## src/rtl/multicycle_fsm.sv

```systemverilog
`timescale 1ns/1ps
`default_nettype none
// ============================================================================
// Module   : multicycle_fsm
// Purpose  : Main control state machine of the multicycle RV32I core. It
//            sequences fetch, decode, execute, memory access and write-back
//            over several cycles, sharing one ALU, one register file and one
//            unified memory port. It stalls on the memory ready handshake.
// Ports    : clk          rising-edge clock
//            rst_n        synchronous active-low reset
//            op[6:0]      opcode from the instruction register (DECODE onward)
//            zero         ALU zero flag (branch decision)
//            mem_ready    memory completes the current access this cycle
//            mem_req      memory access request
//            mem_write    access is a store (qualified by mem_req)
//            adr_src      memory address select: 0 = PC, 1 = ALUOut
//            ir_write     load instruction register and OldPC
//            pc_write     load PC from the result bus
//            reg_write    register file write enable
//            alu_src_a    00 = PC, 01 = OldPC, 10 = rs1 data
//            alu_src_b    00 = rs2 data, 01 = immediate, 10 = constant 4
//            result_src   00 = ALUOut, 01 = memory data, 10 = ALU result
//            alu_op       00 = add, 01 = subtract, 10 = funct-decoded
//            illegal_instr one-cycle pulse in DECODE for unsupported opcodes
//            state[3:0]   current state, debug only
// Config   : MULTICYCLE_JAL_EN - when defined, adds the JAL state and the
//            1101111 decode; otherwise jal decodes as illegal.
// Revision : 1.0 - initial release
// ============================================================================
module multicycle_fsm (
    input  logic       clk,
    input  logic       rst_n,
    input  logic [6:0] op,
    input  logic       zero,
    input  logic       mem_ready,
    output logic       mem_req,
    output logic       mem_write,
    output logic       adr_src,
    output logic       ir_write,
    output logic       pc_write,
    output logic       reg_write,
    output logic [1:0] alu_src_a,
    output logic [1:0] alu_src_b,
    output logic [1:0] result_src,
    output logic [1:0] alu_op,
    output logic       illegal_instr,
    output logic [3:0] state
);

    localparam logic [6:0] c_OP_LOAD   = 7'b0000011;
    localparam logic [6:0] c_OP_STORE  = 7'b0100011;
    localparam logic [6:0] c_OP_RTYPE  = 7'b0110011;
    localparam logic [6:0] c_OP_ITYPE  = 7'b0010011;
    localparam logic [6:0] c_OP_BRANCH = 7'b1100011;
    localparam logic [6:0] c_OP_JAL    = 7'b1101111;

    typedef enum logic [3:0] {
        S_FETCH    = 4'd0,
        S_DECODE   = 4'd1,
        S_MEMADR   = 4'd2,
        S_MEMREAD  = 4'd3,
        S_MEMWB    = 4'd4,
        S_MEMWRITE = 4'd5,
        S_EXECUTER = 4'd6,
        S_EXECUTEI = 4'd7,
        S_ALUWB    = 4'd8,
        S_BEQ      = 4'd9,
        S_JAL      = 4'd10
    } state_t;

    state_t r_state;
    logic   w_op_legal;

    // Opcode legality; shared by next-state decode and the illegal pulse.
    always_comb begin
        w_op_legal = 1'b0;
        case (op)
            c_OP_LOAD, c_OP_STORE, c_OP_RTYPE, c_OP_ITYPE, c_OP_BRANCH: w_op_legal = 1'b1;
`ifdef MULTICYCLE_JAL_EN
            c_OP_JAL: w_op_legal = 1'b1;
`endif
            default: w_op_legal = 1'b0;
        endcase
    end

    always_ff @(posedge clk) begin
        if (!rst_n) begin
            r_state <= S_FETCH;
        end else begin
            case (r_state)
                S_FETCH:    if (mem_ready) r_state <= S_DECODE;
                S_DECODE: begin
                    case (op)
                        c_OP_LOAD, c_OP_STORE: r_state <= S_MEMADR;
                        c_OP_RTYPE:            r_state <= S_EXECUTER;
                        c_OP_ITYPE:            r_state <= S_EXECUTEI;
                        c_OP_BRANCH:           r_state <= S_BEQ;
`ifdef MULTICYCLE_JAL_EN
                        c_OP_JAL:              r_state <= S_JAL;
`endif
                        default:               r_state <= S_FETCH;
                    endcase
                end
                // op[5] separates store (0100011) from load (0000011)
                S_MEMADR:   r_state <= op[5] ? S_MEMWRITE : S_MEMREAD;
                S_MEMREAD:  if (mem_ready) r_state <= S_MEMWB;
                S_MEMWB:    r_state <= S_FETCH;
                S_MEMWRITE: if (mem_ready) r_state <= S_FETCH;
                S_EXECUTER: r_state <= S_ALUWB;
                S_EXECUTEI: r_state <= S_ALUWB;
                S_ALUWB:    r_state <= S_FETCH;
                S_BEQ:      r_state <= S_FETCH;
`ifdef MULTICYCLE_JAL_EN
                S_JAL:      r_state <= S_ALUWB;
`endif
                default:    r_state <= S_FETCH;
            endcase
        end
    end

    always_comb begin
        mem_req       = 1'b0;
        mem_write     = 1'b0;
        adr_src       = 1'b0;
        ir_write      = 1'b0;
        pc_write      = 1'b0;
        reg_write     = 1'b0;
        alu_src_a     = 2'b00;
        alu_src_b     = 2'b00;
        result_src    = 2'b00;
        alu_op        = 2'b00;
        illegal_instr = 1'b0;
        case (r_state)
            S_FETCH: begin
                // PC + 4 computed in the same cycle the instruction returns
                mem_req    = 1'b1;
                alu_src_b  = 2'b10;
                result_src = 2'b10;
                ir_write   = mem_ready;
                pc_write   = mem_ready;
            end
            S_DECODE: begin
                // Branch/jump target precomputed into ALUOut
                alu_src_a     = 2'b01;
                alu_src_b     = 2'b01;
                illegal_instr = ~w_op_legal;
            end
            S_MEMADR: begin
                alu_src_a = 2'b10;
                alu_src_b = 2'b01;
            end
            S_MEMREAD: begin
                mem_req = 1'b1;
                adr_src = 1'b1;
            end
            S_MEMWB: begin
                result_src = 2'b01;
                reg_write  = 1'b1;
            end
            S_MEMWRITE: begin
                mem_req   = 1'b1;
                mem_write = 1'b1;
                adr_src   = 1'b1;
            end
            S_EXECUTER: begin
                alu_src_a = 2'b10;
                alu_op    = 2'b10;
            end
            S_EXECUTEI: begin
                alu_src_a = 2'b10;
                alu_src_b = 2'b01;
                alu_op    = 2'b10;
            end
            S_ALUWB: reg_write = 1'b1;
            S_BEQ: begin
                alu_src_a = 2'b10;
                alu_op    = 2'b01;
                pc_write  = zero;
            end
`ifdef MULTICYCLE_JAL_EN
            S_JAL: begin
                // Return address OldPC + 4; jump target already in ALUOut
                alu_src_a = 2'b01;
                alu_src_b = 2'b10;
                pc_write  = 1'b1;
            end
`endif
            default: ;
        endcase
        // While in reset: quiet all side effects, present FETCH selects
        if (!rst_n) begin
            mem_req       = 1'b0;
            mem_write     = 1'b0;
            ir_write      = 1'b0;
            pc_write      = 1'b0;
            reg_write     = 1'b0;
            illegal_instr = 1'b0;
            adr_src       = 1'b0;
            alu_src_a     = 2'b00;
            alu_src_b     = 2'b10;
            result_src    = 2'b10;
            alu_op        = 2'b00;
        end
    end

    assign state = r_state;

endmodule
`default_nettype wire

```

## config.mk

```make
export PLATFORM = sky130hd
export DESIGN_NAME = multicycle_fsm
export DESIGN_NICKNAME = d
export VERILOG_FILES = /design/src/rtl/multicycle_fsm.sv
export SDC_FILE = /design/constraint.sdc
export NUM_CORES = 1
export LEC_CHECK = 0
export BUFFER_PORTS_ARGS = -buffer_cell sky130_fd_sc_hd__buf_2
export CAP_MARGIN = 20
export CORE_AREA = 2 2 39 41
export CTS_CLUSTER_DIAMETER = 120
export DETAILED_ROUTE_END_ITERATION = 10
export DIE_AREA = 0 0 41 43
export PLACE_DENSITY = 0.72
export SLEW_MARGIN = 20
export SYNTH_ARGS = -nofsm -noshare
export SYNTH_HDL_FRONTEND = slang
export SYNTH_SLANG_ARGS = --single-unit
```

## constraint.sdc

```tcl
create_clock -name clk -period 2 [get_ports clk]
set_input_delay 0.1 -clock clk [delete_from_list [all_inputs] [get_ports clk]]
set_output_delay 0.1 -clock clk [all_outputs]
set_load 0.01 [all_outputs]
```

==> results.tsv <==
metric	value	unit
slew margin rel.	77.7	%
number of flops mapped to enable cells by yosys	0	
DIE HEIGHT	43	um
Synth-to-Final Area Change	40.4	%
Synth area leaders	dfxtp_1 (17%), nand2b_1 (6.7%), a21oi_1 (5.3%)	
Worst-Margin Slew	333	ps
Setup Crit Path Kind	register to output port	
CORE AREA	1380	um^2
total track usage	13.2	%
share of layout cells above drive strength 1	38.9	%
final hold vios	0	
Max stage delay on crit path	310	ps
DRT Pass-1 Iters	4	
WP data arrival	1650	ps
required time of the critical path	1900	ps
TritonCTS clock tree	yes	
Setup Viol. Count Final	0	
row count	14	
CTS Hold Bufs	0	
status	completed	
mux cell area share after synthesis	0	%
antenna-violating nets left	0	
PD cells	390	nW/um^2
final period utilization	87.3	%
Mapped Nets	76	
post-synth cell types	34	
vias after detailed routing	581	
initial antenna violation count	0	
GP Congestion	0.819	
largest net degree at the start of global routing	19	
Starting Density	33.8	%
die area	1760	um^2
synth warn	0	
IO Count	30	
unrepaired setup endpoints after global routing	no	
flops & latches, synth	4	
register area share after synthesis	17.1	%
Max clock buf depth	2	
setup slack after layout	254	ps
cells along the critical path	buf_4, nand2b_1, or2_2, nor3b_1, buf_2	
DP HPWL	918	um
adder-cell area share of the yosys netlist	0	%
first-pass GRT wire length	1620	um
clk_lat worst skew	230	ps
chip width	41	um
worst supply voltage drop on vdd	0.000174	V
Mapped Cells	65	
Largest register FFs	4	
Final min period	1750	ps
Critical Path End Type	output port	
antenna fix cells	0	
nature of the critical path startpoint	register	
Avg Vias per Cell	5.23	
Clock Pin Slew Worst Setup and Hold Paths	30	ps
Main synth FF type	dfxtp_1	
Synth area leader	dfxtp_1	
largest family of logic cells by synthesized area	simple AND/OR/NAND/NOR gates	
post-synth design cell area	468	um^2
WL final	1240	um
Port Buffers	29	
dpl ws	312	ps
Mean Syn Cell Area	7.20	um^2
Simple-Gate Fraction of Synth Area	47.3	%
CTS sink cnt	4	
slowest CP cell	dfxtp_1	
number of global-route vias before repair	402	
Compound-Gate Fraction of Synth Area	25.4	%
commonest cells in the netlist	a21oi_1 (5), nand2b_1 (5), nor2_1 (5)	
drt wl/cell	11.2	um
Slew Viols, Final	0	
Synth Area in XOR/XNOR	3.74	%
nets	108	
max_cap viols	0	
Fillers	141	
Root Driver	clkbuf_4	
Worst Skew	2.06	ps
Max Clock Freq	573	MHz
drc violations	0	
total CTS buffers	3	
Leak	0.308	nW
setup repair bufs after CTS	0	
initial drt markers	7	
total gr overflow	0	
asr flop ratio synth	0	%
htree depth	1	
HP Class	primary input to register	
PostCTS Resize Cnt	0	
Worst Path Max Fanout	12	
Fin Setup TNS	0	ps
share of the synthesized area in the top cell type	17.1	%
-- routing by layer --
metal / global-route usage, % / vias to the layer above / part of all wire, %
met3: 4.71 / 0 / 7.4
met2: 19.4 / 24 / 46
met1: 17.6 / 253 / 47
li1: - / 304 / -
met4: 4.00 / 0 / 0
met5: 0 / - / 0
-- final cells by class --
| type | instances | area [um^2] | share of cell area, % |
|---|---|---|---|
| clock buffer | 3 | 22.5 | 3.43 |
| sequential | 4 | 81.3 | 12.4 |
| multi-input combinational | 54 | 358 | 54.5 |
| timing repair buffer | 32 | 168 | 25.5 |
| tap | 16 | 20.0 | 3.05 |
| inverter | 2 | 7.51 | 1.14 |
-- cells by family after synthesis --
group / count (synthesis)
xor+xnor: 2
flops: 4
simple gates: 35
buf+inv: 7
compound gates: 17
-- path summary, 6_finish.rpt --
| check | from | to | slack (ps) | cells after the start |
|---|---|---|---|---|
| worst max-delay path | state[3] | mem_write | 250 | 5 |
| worst min-delay path | op[6] | state[1] | 180 | 3 |
| worst max register to register | state[2] | state[2] | 450 | 4 |
| worst min register to register | state[1] | state[1] | 640 | 3 |
-- cell usage in the layout (no fill, tap or decap), types with 2 or more instances in the layout --
cell / n
a21oi_1: 5
a22o_1: 2
buf_2: 29
buf_4: 3
clkbuf_4: 3
dfxtp_1: 3
inv_1: 2
nand2b_1: 5
nand3b_1: 2
nor2_1: 5
nor2b_1: 3
nor3_1: 2
nor3b_1: 3
o21a_1: 2
or2_1: 2
or3_1: 3
xnor2_1: 2
-- critical path, delay by kind of cell (launching register included) --
kind                   cells  cell delay (ps)
AND/OR/NAND/NOR            3              760
buffers and inverters      2              350
flip-flops                 1              310
-- through the flow --
| step | power (mW) | hold slack [ps] | cells | area (um^2) | util, % |
|---|---|---|---|---|---|
| final | 0.256 | 181 | 111 | 657 | 47.5 |
| after global routing | 0.276 | 178 | 111 | 657 | 47.5 |
| after CTS | 0.262 | 169 | 111 | 656 | 47.4 |
| after detailed placement | 0.159 | 418 | 108 | 633 | 45.8 |
| after global placement | 0.158 | 415 | 108 | 633 | 45.8 |
| after floorplan | 0.129 | 222 | 65 | 468 | - |
-- report_power, final --
part           total, mW  internal, mW  switching [mW]
sequential        0.0833        0.0822         0.00113
combinational     0.0745        0.0357          0.0388
clock             0.0981        0.0670          0.0311
total              0.256         0.185          0.0710
(Power assumes the default switching activity.)
